==> src/rtl/road_fighter_pkg.sv <==
// Shared object-record types, field indices and scanner FSM states.
// Pure declarations; no logic, no latency, no flow control.
package road_fighter_pkg;

    typedef logic [0:4][0:10] obj_state_t;

    localparam int F_IMG    = 0;
    localparam int F_X      = 1;
    localparam int F_Y      = 2;
    localparam int F_W      = 3;
    localparam int F_H      = 4;
    localparam int SCREEN_H = 480;

    typedef enum logic [1:0] {
        IDLE   = 2'd0,
        SCAN   = 2'd1,
        REPORT = 2'd2
    } scan_state_t;

endpackage

==> src/rtl/aabb_overlap.sv <==
// Axis-aligned bounding-box overlap test between two object records.
// Combinational, zero latency; no flow control.
module aabb_overlap
    import road_fighter_pkg::*;
(
    input  obj_state_t a,
    input  obj_state_t b,
    output logic       hit
);

    logic [11:0] w_ax, w_ay, w_aw, w_ah;
    logic [11:0] w_bx, w_by, w_bw, w_bh;
    logic        w_active;
    logic        w_nonzero;
    logic        w_x_ovl;
    logic        w_y_ovl;

    // Zero-extend to 12 bits so x+width never wraps.
    assign w_ax = {1'b0, a[F_X]};
    assign w_ay = {1'b0, a[F_Y]};
    assign w_aw = {1'b0, a[F_W]};
    assign w_ah = {1'b0, a[F_H]};
    assign w_bx = {1'b0, b[F_X]};
    assign w_by = {1'b0, b[F_Y]};
    assign w_bw = {1'b0, b[F_W]};
    assign w_bh = {1'b0, b[F_H]};

    assign w_active  = (a[F_IMG] != '0) && (b[F_IMG] != '0);
    // Strict compares alone would still let a zero-size box sit inside the other one.
    assign w_nonzero = (w_aw != '0) && (w_ah != '0) && (w_bw != '0) && (w_bh != '0);

    assign w_x_ovl = (w_ax < (w_bx + w_bw)) && (w_bx < (w_ax + w_aw));
    assign w_y_ovl = (w_ay < (w_by + w_bh)) && (w_by < (w_ay + w_ah));

    assign hit = w_active && w_nonzero && w_x_ovl && w_y_ovl;

endmodule

==> src/rtl/car_collision_scanner.sv <==
// Snapshots player + NUM_AI car records on frame_start and tests one car per clock.
// scan_done NUM_AI+1 cycles after frame_start; no backpressure, a new frame_start restarts.
module car_collision_scanner
    import road_fighter_pkg::*;
#(
    parameter int NUM_AI = 3,
    parameter int IDX_W  = 3
) (
    input  logic                            clk,
    input  logic                            resetN,
    input  logic                            frame_start,
    input  logic [0:4][0:10]                player_state,
    input  logic [0:NUM_AI-1][0:4][0:10]    ai_states,
    output logic                            busy,
    output logic                            scan_done,
    output logic                            collision,
    output logic [IDX_W-1:0]                collision_idx,
    output logic [NUM_AI-1:0]               collision_mask
);

    scan_state_t                     r_state;
    scan_state_t                     w_next_state;

    obj_state_t                      r_player;
    logic [0:NUM_AI-1][0:4][0:10]    r_ai;
    logic [NUM_AI-1:0]               r_work;
    logic [IDX_W-1:0]                r_idx;

    logic                            r_busy;
    logic                            r_scan_done;
    logic                            r_collision;
    logic [IDX_W-1:0]                r_collision_idx;
    logic [NUM_AI-1:0]               r_collision_mask;

    obj_state_t                      w_car;
    logic                            w_hit;
    logic                            w_last;
    logic [IDX_W-1:0]                w_lowest;

    assign w_last = (r_idx == IDX_W'(NUM_AI - 1));

    always_ff @(posedge clk) begin
        if (!resetN) begin
            r_state <= IDLE;
        end else begin
            r_state <= w_next_state;
        end
    end

    always_comb begin
        w_next_state = r_state;
        case (r_state)
            IDLE:    w_next_state = IDLE;
            SCAN:    if (w_last) w_next_state = REPORT;
            REPORT:  w_next_state = IDLE;
            default: w_next_state = IDLE;
        endcase
        // A new frame always wins: aborts a scan, or follows a REPORT directly.
        if (frame_start) begin
            w_next_state = SCAN;
        end
    end

    always_comb begin
        w_car = '0;
        for (int i = 0; i < NUM_AI; i++) begin
            if (r_idx == IDX_W'(i)) begin
                w_car = r_ai[i];
            end
        end
    end

    always_comb begin
        w_lowest = '0;
        for (int i = NUM_AI - 1; i >= 0; i--) begin
            if (r_work[i]) begin
                w_lowest = IDX_W'(i);
            end
        end
    end

    aabb_overlap u_aabb_overlap (
        .a   (r_player),
        .b   (w_car),
        .hit (w_hit)
    );

    always_ff @(posedge clk) begin
        if (!resetN) begin
            r_player         <= '0;
            r_ai             <= '0;
            r_work           <= '0;
            r_idx            <= '0;
            r_busy           <= 1'b0;
            r_scan_done      <= 1'b0;
            r_collision      <= 1'b0;
            r_collision_idx  <= '0;
            r_collision_mask <= '0;
        end else begin
            r_scan_done <= 1'b0;
            r_collision <= 1'b0;

            if (r_state == SCAN) begin
                for (int i = 0; i < NUM_AI; i++) begin
                    if (r_idx == IDX_W'(i)) begin
                        r_work[i] <= w_hit;
                    end
                end
                if (!w_last) begin
                    r_idx <= r_idx + 1'b1;
                end
            end

            if (r_state == REPORT) begin
                r_scan_done      <= 1'b1;
                r_collision      <= |r_work;
                r_collision_mask <= r_work;
                r_collision_idx  <= w_lowest;
                r_busy           <= 1'b0;
            end

            // Placed last so a restart overrides the scan/report updates above.
            if (frame_start) begin
                r_player <= player_state;
                r_ai     <= ai_states;
                r_work   <= '0;
                r_idx    <= '0;
                r_busy   <= 1'b1;
            end
        end
    end

    assign busy           = r_busy;
    assign scan_done      = r_scan_done;
    assign collision      = r_collision;
    assign collision_idx  = r_collision_idx;
    assign collision_mask = r_collision_mask;

endmodule

==> config.mk <==
export PLATFORM = sky130hd
export DESIGN_NAME = car_collision_scanner
export DESIGN_NICKNAME = d
export VERILOG_FILES = /design/src/rtl/road_fighter_pkg.sv /design/src/rtl/aabb_overlap.sv /design/src/rtl/car_collision_scanner.sv
export SDC_FILE = /design/constraint.sdc
export NUM_CORES = 1
export LEC_CHECK = 0
export CORE_UTILIZATION = 37
export CTS_BUF_LIST = sky130_fd_sc_hd__clkbuf_2 sky130_fd_sc_hd__clkbuf_4 sky130_fd_sc_hd__clkbuf_8
export DETAILED_ROUTE_END_ITERATION = 7
export PLACE_DENSITY = 0.65
export SYNTH_ARGS = -nofsm -noshare
export SYNTH_HDL_FRONTEND = slang
export SYNTH_SLANG_ARGS = --single-unit
==> constraint.sdc <==
create_clock -name clk -period 9.1 [get_ports clk]
set_input_delay 0.91 -clock clk [delete_from_list [all_inputs] [get_ports clk]]
set_output_delay 0.91 -clock clk [all_outputs]
set_load 0.02 [all_outputs]
==> metrics.md <==
| Metric | Value |
|---|---|
| Netlist cell types | 73 |
| # Post-CTS Setup Buffers | 0 |
| Core Region | roughly 35000 um^2 |
| Hold Path Class | reg2reg |
| FF-to-FF path depth | 22 |
| Count leader, synth | dfxtp_1 |
| Unrepaired setup endpoints after global routing | no |
| Global routing usage on met2 | approximately 33% |
| Met1 Usage GRT | 28.03% |
| Vias per cell | between 5 and 6 |
| Worst-Skew Late Latency | 0.56 ns |
| Placed cells | around 2000 |
| Synth area leaders | dfxtp_1 (36%), mux2i_1 (17%), nor2b_1 (11%) |
| Final nets | about 1900 |
| Leak | approximately 7.1 nW |
| Initial core utilization | a little under two fifths |
| Setup total negative slack | 0 ns |
| # IOs | ~230 |
| Share of cells above drive strength 1 | around 6.3% |
| PD cells | approximately 160 nW/um^2 |
| Antenna violations before repair | 0 |
| Max Root-Sink Buffers | 3 |
| Diode count | 0 |
| Die footprint | 35930 um^2 |
| Arrival @ worst endpoint | about 6.4 ns |
| Main flop type after synthesis | dfxtp_1 |
| Tmin final | between 5 and 6 ns |
| Post-CTS sizing | 0 |
| Mapped Area | around 13000 um^2 |
| Overall Global Routing Usage | 20.53% |
| Syn nets | 1682 |
| DRC violations left | 0 |
| Grt ovf | 0 |
| Worst-path clk slew | ~0.06 ns |
| CP cell instances | inv_1, ha_1, buf_4, nand2_1, o21a_1, ha_1, fa_1, a21o_1, a21oi_1, o21bai_1, a21oi_1, o21a_1, nor4b_1, a211oi_1, ha_1, a21oi_1, nand2_1, a31oi_1, o21ai_0, o211ai_1, o31a_1, a31o_1 |
| Die height | about 190 um |
| Largest net degree at the start of global routing | ~100 |
| Gr busiest metal | met2 |
| TritonCTS clock tree | built |
| Flops & latches, synth | 236 |
| Synth-to-Final Area Change | 26.39% |
| Final Setup Violations | 0 |
| Post-CTS Hold Fix Bufs | 0 |
| Fin cells | 2057 |
| Maximum VDD drop | about 0.00010 V |
| Slew margin rel. | slightly above 30% |
| Slew Viols, Final | 0 |
| Die Span X | roughly 190 um |
| Starting DRT DRC Count | approximately 580 |
| DP HPWL | between 20000 and 30000 um |
| Hold path depth | 2 |
| Via count | 10491 |
| CP Data Required Time | roughly 9.6 ns |
| Mapped Cells | ~1400 |
| Slew @ Worst Pin | 1.034 ns |
| DRT Pass-1 Iters | 5 |
| Critical path launch point type | register |
| Drt wl/cell | about 18 um |
| Top post-synthesis cells by count | dfxtp_1 (236), nor2b_1 (228), mux2i_1 (222), ha_1 (88), nor2_1 (73) |
| Crit-path max FO | 26 |
| Post-synth top area share | 36.30% |
| Final wirelength | 37360 um |
| Final Wtd Congestion | around 0.88 |
| Seq/Total Area, Yosys | between 30% and 40% |
| Crit Path Class | reg2reg |
| Syn_area_per_cell | 9.521 um^2 |
| Clk sink count | roughly 240 |
| Largest area contributor in the netlist | dfxtp_1 |
| Setup Skew | around 0.0074 ns |
| Yosys warns | 0 |
| Met3 GRT Util | under 10% |
| Site Rows | just under 70 |
| Detail Route Antenna Nets | 0 |
| First-pass GRT wire length | 57860 um |
| Tcrit/Tclk final | approximately two thirds |
| Root buffer cell | clkbuf_8 |
| Slowest stage delay, CP | approximately 0.7 ns |
| Vias in the first global route | ~10000 |
| Worst path slowest cell | ha_1 |
| Max-cap violations | 0 |
| Status | finished clean |
| Critical path endpoint category | register |
| Endpoints failing hold | 0 |
| Max frequency | between 150 and 200 MHz |
| Asr flop ratio synth | 0% |
| Port bufs | 230 |
| CTS Buf Count | 41 |
| H-tree levels | 2 |
| Post-synth EDFFs | 0 |
-- flip-flops by register name, indices dropped and copies added, names as in the netlist --
signal,count
collision_mask,3
r_player,55
r_ai,165
r_work,3
scan_done,1
r_idx,3
r_state,2
busy,1
collision,1
collision_idx,2
-- area by class of cell --
class                           instances  area, um^2
Clock buffer                           62       772.0
Sequential cell                       236        4725
Timing Repair Buffer                  242        2395
Tap cell                              455       569.3
Multi-Input combinational cell       1030        7849
Fill cell                            3287       18090
Clock inverter                          7       46.29
Inverter                               25       93.84
-- routing by layer --
| metal | wire length (um) | part of all wire [%] |
|---|---|---|
| met5 | 0 | 0 |
| met4 | 1154 | 3.1 |
| met3 | 1641 | 4.4 |
| met2 | 16740 | 45 |
| met1 | 17830 | 48 |
-- kinds of logic (layout without fill, tap and decap cells) --
logic type,after synthesis,count (layout),share of synthesized area (%)
adder cells (fa/ha/maj),92,92,9.075
XOR/XNOR,28,28,1.884
AND/OR/NAND/NOR,453,453,19.54
flip-flops,236,236,36.30
other,1,1,0.02881
multiplexers,223,223,17.16
buffers and inverters,101,336,3.413
AO/OA/AOI/OAI,233,233,12.59
-- layout by cell type (no fill, tap or decap), drive strengths merged, types with 5 or more instances in the layout --
master and instances:
nand3b 14, o21bai 6, nor2 73, dfxtp 236, nor2b 228, clkdlybuf4s50 228
a21boi 5, nand2b 12, nor4 15, nand2 51, a21o 17, nand3 16
a31oi 7, a21oi 68, clkbuf 62, mux2i 222, ha 88, nor3 17
inv 26, xor2 12, xnor2 16, nand4 6, o21ai 31, buf 14
o21a 20, a211oi 8, a221oi 29
-- critical path: cells and delay by family, from the launching register on --
| kind | cells | cell delay (ns) |
|---|---|---|
| AOI/OAI and AO/OA | 13 | 2.61 |
| adders and majority gates | 4 | 1.65 |
| and+or+nand+nor | 3 | 0.78 |
| buffers and inverters | 2 | 0.48 |
| DFF | 1 | 0.34 |
-- per-stage QoR --
| stage | total power, mW | hold slack, ns | setup slack (ns) | cell area, um^2 | utilization, % |
|---|---|---|---|---|---|
| 2_1_floorplan | 1.495 | 0.4673 | 4.536 | 13020 | - |
| 3_3_place_gp | 1.702 | 0.4631 | 3.524 | 15630 | 45.25 |
| 3_5_place_dp | 1.712 | 0.4727 | 3.202 | 15630 | 45.25 |
| 4_1_cts | 2.699 | 0.4808 | 3.177 | 16450 | 47.62 |
| 5_1_grt | 2.809 | 0.5014 | 2.652 | 16450 | 47.62 |
| 6_report | 2.672 | 0.4765 | 3.156 | 16450 | 47.62 |
-- path summary, 6_finish.rpt --
path | start | to | slack, ns
worst max-delay path | r_idx[0] | r_work[0] | 3.16
worst min-delay path | collision_mask[1] | collision_mask[1] | 0.48
worst max register to register | r_idx[0] | r_work[0] | 3.16
worst min register to register | collision_mask[1] | collision_mask[1] | 0.48
-- power breakdown --
group	internal [mW]	switching [mW]	leakage, nW
clock network	0.541	0.439	0.434
logic	0.286	0.268	4.68
registers	1.09	0.0445	1.95
total	1.92	0.752	7.06
Note: power is estimated with default switching activity, not from simulation.
